<file path="src/rtl/logic_arbiter.sv">
// -----------------------------------------------------------------------------
// logic_arbiter
//
// Shares one WIDTH-bit bitwise logic unit (AND/OR/XOR/NOR) between two
// requesters. One requester is granted per transaction. Its operands are latched,
// the function is evaluated in one registered step, and the tagged result is
// held on a valid/ready output port until the consumer takes it.
//
// Handshake rule (all three ports): a transfer happens on a rising clock edge
// where valid and ready are both 1. The producer holds its payload stable while
// valid=1 and ready=0. Here reqN_ready depends only on state, rr and the two
// valids. res_valid depends only on state.
//
// Configuration macro:
//   LOGIC_ARB_FIXED_PRIO_EN - when defined, requester 0 always wins a tie and
//                             no round-robin pointer exists. Default (undefined)
//                             is round-robin.
//
// Ports:
//   clk, rst_n                 clock, asynchronous active-low reset
//   reqN_valid / reqN_ready    requester N handshake (N = 0, 1)
//   reqN_op                    00 AND, 01 OR, 10 XOR, 11 NOR
//   reqN_x, reqN_y             operands, [0:WIDTH-1], bit 0 is MSB
//   res_valid / res_ready      result handshake
//   res_data                   bitwise result, [0:WIDTH-1]
//   res_id                     requester that issued the result
//   busy                       high whenever the FSM is not in IDLE
// -----------------------------------------------------------------------------
module logic_arbiter #(
  parameter int WIDTH = 32
) (
  input  logic             clk,
  input  logic             rst_n,
  input  logic             req0_valid,
  output logic             req0_ready,
  input  logic [1:0]       req0_op,
  input  logic [0:WIDTH-1] req0_x,
  input  logic [0:WIDTH-1] req0_y,
  input  logic             req1_valid,
  output logic             req1_ready,
  input  logic [1:0]       req1_op,
  input  logic [0:WIDTH-1] req1_x,
  input  logic [0:WIDTH-1] req1_y,
  output logic             res_valid,
  input  logic             res_ready,
  output logic [0:WIDTH-1] res_data,
  output logic             res_id,
  output logic             busy
);

  typedef enum logic [1:0] {
    IDLE = 2'd0,
    EXEC = 2'd1,
    HOLD = 2'd2
  } state_t;

  state_t state;
  state_t state_next;

  logic             grant0;
  logic             grant1;
  logic             grant_any;

  logic [1:0]       op_q;
  logic [0:WIDTH-1] x_q;
  logic [0:WIDTH-1] y_q;
  logic             id_q;
  logic [0:WIDTH-1] func_z;

`ifndef LOGIC_ARB_FIXED_PRIO_EN
  // Round-robin pointer: names the requester that wins the next tie.
  logic rr;
`endif

  // ---------------------------------------------------------------------------
  // Arbitration. Grants are only issued in IDLE, and at most one is issued.
  // ---------------------------------------------------------------------------
  always_comb begin
    grant0 = 1'b0;
    grant1 = 1'b0;
    if (state == IDLE) begin
      if (req0_valid && req1_valid) begin
`ifdef LOGIC_ARB_FIXED_PRIO_EN
        grant0 = 1'b1;
`else
        grant0 = ~rr;
        grant1 = rr;
`endif
      end else begin
        grant0 = req0_valid;
        grant1 = req1_valid;
      end
    end
  end

  assign grant_any  = grant0 | grant1;
  assign req0_ready = grant0;
  assign req1_ready = grant1;

  // ---------------------------------------------------------------------------
  // FSM
  // ---------------------------------------------------------------------------
  always_comb begin
    state_next = state;
    case (state)
      IDLE:    if (grant_any) state_next = EXEC;
      EXEC:    state_next = HOLD;
      HOLD:    if (res_ready) state_next = IDLE;
      default: state_next = IDLE;
    endcase
  end

  always_ff @(posedge clk or negedge rst_n) begin
    if (!rst_n) begin
      state <= IDLE;
    end else begin
      state <= state_next;
    end
  end

  assign res_valid = (state == HOLD);
  assign busy      = (state != IDLE);

`ifndef LOGIC_ARB_FIXED_PRIO_EN
  // The pointer moves only on a grant. It points away from the requester just
  // served, so a lone requester keeps winning.
  always_ff @(posedge clk or negedge rst_n) begin
    if (!rst_n) begin
      rr <= 1'b0;
    end else if (grant_any) begin
      rr <= ~grant1;
    end
  end
`endif

  // ---------------------------------------------------------------------------
  // Operand capture on the granting edge
  // ---------------------------------------------------------------------------
  always_ff @(posedge clk or negedge rst_n) begin
    if (!rst_n) begin
      op_q <= 2'b00;
      x_q  <= '0;
      y_q  <= '0;
      id_q <= 1'b0;
    end else if (grant_any) begin
      op_q <= grant1 ? req1_op : req0_op;
      x_q  <= grant1 ? req1_x  : req0_x;
      y_q  <= grant1 ? req1_y  : req0_y;
      id_q <= grant1;
    end
  end

  // ---------------------------------------------------------------------------
  // Bitwise function. It is purely per-bit: no carries, no cross-bit terms.
  // ---------------------------------------------------------------------------
  always_comb begin
    func_z = '0;
    case (op_q)
      2'b00:   func_z = x_q & y_q;
      2'b01:   func_z = x_q | y_q;
      2'b10:   func_z = x_q ^ y_q;
      default: func_z = ~(x_q | y_q);
    endcase
  end

  // Result registers load only in EXEC, so they stay stable for all of HOLD.
  always_ff @(posedge clk or negedge rst_n) begin
    if (!rst_n) begin
      res_data <= '0;
      res_id   <= 1'b0;
    end else if (state == EXEC) begin
      res_data <= func_z;
      res_id   <= id_q;
    end
  end

endmodule

</file>
<file path="config.mk">
export PLATFORM = sky130hd
export DESIGN_NAME = logic_arbiter
export DESIGN_NICKNAME = d
export VERILOG_FILES = /design/src/rtl/logic_arbiter.sv
export SDC_FILE = /design/constraint.sdc
export NUM_CORES = 1
export LEC_CHECK = 0
export BUFFER_PORTS_ARGS = -buffer_cell sky130_fd_sc_hd__buf_4
export CORE_MARGIN = 2
export CORE_UTILIZATION = 35
export CTS_CLUSTER_SIZE = 8
export DETAILED_ROUTE_END_ITERATION = 12
export GPL_ROUTABILITY_DRIVEN = 0
export GPL_TIMING_DRIVEN = 0
export SLEW_MARGIN = 20
export SYNTH_ARGS = -nofsm -noshare
export SYNTH_HDL_FRONTEND = slang
export SYNTH_SLANG_ARGS = --single-unit
</file>
<file path="constraint.sdc">
create_clock -name clk -period 4.7 [get_ports clk]
set_clock_uncertainty 0.1 [all_clocks]
set_input_delay 0.94 -clock clk [delete_from_list [all_inputs] [get_ports clk]]
set_output_delay 0.94 -clock clk [all_outputs]
set_load 0.1 [all_outputs]
</file>
==> flow_metrics.env <==
export IMPL_portBuffers=173
export IMPL_dieArea_um2=18350
export IMPL_path_cells="buf_4 -> nor3b_2 -> clkbuf_1 -> nand2_1 -> inv_1 -> buf_4"
export IMPL_fillers=1630
export IMPL_rrSetupSlack_ns=2.67
export IMPL_p_total_mw=6.069
export IMPL_netlist_instances=593
export IMPL_yosys_area_top_type="dfrtp_1"
export IMPL_cp_arrival_ns=2.22
export IMPL_hold_start="id_q"
export IMPL_power_density_nw_per_um2=765.0
export IMPL_reg2reg_depth=5
export IMPL_vias=5341
export IMPL_status="finished clean"
export IMPL_hold_path_end="id_q"
export IMPL_postCtsSetupRepairBufs=0
export IMPL_synth_seq_area_share_pct=42.61
export IMPL_synth_seq_cells=103
export IMPL_cp_top_family="buffers and inverters"
export IMPL_dp_hpwl_mm=13.86
export IMPL_tns_ns=0
export IMPL_nets=978
export IMPL_synthesis_nets=794
export IMPL_grt_max_degree=104
export IMPL_start_util_pct=35.34
export IMPL_critPathMaxStageDelay_ns=0.39
export IMPL_ctsLongestPathBuffers=2
export IMPL_period_needed_ns=3.265
export IMPL_report_final_slew_viol_count=0
export IMPL_ys_top_cells_by_area="dfrtp_1, ha_1, a221o_1"
export IMPL_ioPinCount=174
export IMPL_fp_row_count=48
export IMPL_rsz0062_at_grt="no"
export IMPL_vias_per_cell=5.304
export IMPL_critPathKind="primary input to output port"
export IMPL_final_setup_viol_count=0
export IMPL_core_um2=17120
export IMPL_r2r_start="state[1]"
export IMPL_area_delta_synth_final_pct=31.15
export IMPL_netlist_area_um2=6050
export IMPL_dp_cells=991
export IMPL_period_share_pct=69.47
export IMPL_drive_gt1_share_pct=26.60
export IMPL_dr_first_iter_drc_count=305
export IMPL_root_buffer="clkbuf_16"
export IMPL_die_x_um=135.5
export IMPL_cts_repair_resized=0
export IMPL_htree_num_levels=3
export IMPL_path_depth=6
export IMPL_tightest_slew_ns=0.9646
export IMPL_wire_per_inst_um=18.87
export IMPL_grt_pass1_vias=5492
export IMPL_startpoint_type="primary input"
export IMPL_cpMostUsedCell="buf_4"
export IMPL_ant_nets=0
export IMPL_cts_num_sinks=103
export IMPL_drc_errors=0
export IMPL_r2r_end="y_q[3]"
export IMPL_numCtsBuffers=9
export IMPL_clk_latency_ns=0.36
export IMPL_min_path_type="flip-flop to flip-flop"
export IMPL_postCtsHoldBufs=0
export IMPL_wirelength_mm=19.00
export IMPL_crit_required_ns=3.66
export IMPL_syn_avg_cell_area_um2=10.20
export IMPL_overflow=0
export IMPL_finalNonFillerCells=1007
export IMPL_track_usage_pct=21.23
export IMPL_insertedDiodeCount=0
export IMPL_crit_buf_inv=4
export IMPL_ir_worst_vdd_mv=0.4471
export IMPL_antenna_found_initial=0
export IMPL_fmax_mhz=306.3
export IMPL_ys_warn_count=0
export IMPL_hold_violations=0
export IMPL_synth_distinct_cells=22
export IMPL_p_leak_nw=4.188
export IMPL_worstPathMaxFanout=10
export IMPL_synthDominantCellAreaShare_pct=42.61
export IMPL_slew_headroom_pct=35.69
export IMPL_worstSetupEndpointType="output port"
export IMPL_cp_slowest_cell="clkbuf_1"
export IMPL_path_clk_slew_ns=0.07
export IMPL_hold_depth=1
export IMPL_cts_tree="done"
export IMPL_cap_violations=0
export IMPL_die_h_um=135.5
export IMPL_dr_pass1_iters=4
export IMPL_grt_pass1_wl_mm=29.42
-- cell type report --
class	count	area, um^2	area share (%)
Clock inverter	5	57.56	0.7254
Clock buffer	11	242.7	3.059
Timing Repair Buffer	173	1303	16.42
Inverter	72	270.3	3.406
Sequential cell	103	2577	32.49
Buffer	50	222.7	2.807
Multi-Input combinational cell	368	2979	37.55
Tap cell	225	281.5	3.548
-- report_power, final --
| group | internal [mW] | switching [mW] |
|---|---|---|
| clock network | 0.428 | 0.356 |
| logic | 1.22 | 2.38 |
| registers | 1.32 | 0.360 |
| total | 2.97 | 3.10 |
-- state kept, by name, indices dropped and copies added, names as in the netlist --
name      cells
state         2
x_q          32
res_id        1
y_q          32
rr            1
res_data     32
id_q          1
op_q          2
-- cell usage after synthesis (all sizes together) --
cell type / number
dfrtp: 103
inv: 72
and3: 67
a221o: 66
ha: 64
nand2: 62
mux2i: 36
o221ai: 32
clkbuf: 31
o21ai: 30
buf: 19
nand2b: 3
nor2: 3
a21o: 1
mux2: 1
nand3b: 1
nor3b: 1
or2: 1
-- per-layer routing --
| metal | share of wire [%] | vias to the layer above | track usage, % |
|---|---|---|---|
| met5 | 0 | - | 0 |
| met4 | 2.4 | 0 | 7.639 |
| met3 | 6.1 | 27 | 4.676 |
| met2 | 48 | 189 | 34.83 |
| met1 | 44 | 2617 | 27.68 |
| li1 | - | 2508 | - |
-- kinds of logic (layout without fill, tap and decap cells) --
group,count (synthesis),count (layout),share of synthesized area [%]
AOI/OAI and AO/OA,129,129,18.16
buffers and inverters,122,311,8.149
muxes,37,37,6.143
adders and majority gates,64,64,13.24
DFF,103,103,42.61
and+or+nand+nor,138,138,11.71
-- placed cells by master, fill, tap and decap left out, types with 2 or more instances in the layout --
master and count:
a221o_1 66, mux2i_1 36, buf_2 14, clkbuf_16 9, nand2_1 62, o21ai_0 29, buf_4 172, buf_6 3
and3_1 67, nor2_1 3, clkbuf_2 2, clkbuf_1 30, ha_1 64, buf_1 3, inv_1 72, o221ai_1 32
nand2b_1 3, dfrtp_1 103, clkinvlp_4 3
-- worst max path at each step --
stage / startpoint / endpoint / slack [ns]
4_1_cts: req0_valid / req0_ready / 1.43
3_3_place_gp: req0_valid / req0_ready / 1.43
2_1_floorplan: req0_valid / req0_ready / 1.57
6_report: req0_valid / req0_ready / 1.44
5_1_grt: req0_valid / req0_ready / 1.33
3_5_place_dp: req0_valid / req0_ready / 1.43
-- metrics by stage --
stage | instance area (um^2) | hold slack (ns) | utilization (%) | setup slack, ns
2_1_floorplan | 6050 | 0.3458 | - | 1.570
3_3_place_gp | 7630 | 0.3577 | 44.58 | 1.432
3_5_place_dp | 7634 | 0.3666 | 44.60 | 1.433
4_1_cts | 7934 | 0.3828 | 46.35 | 1.427
5_1_grt | 7934 | 0.4167 | 46.35 | 1.325
6_report | 7934 | 0.3783 | 46.35 | 1.435
No activity file was read; power rests on OpenSTA's default activity.
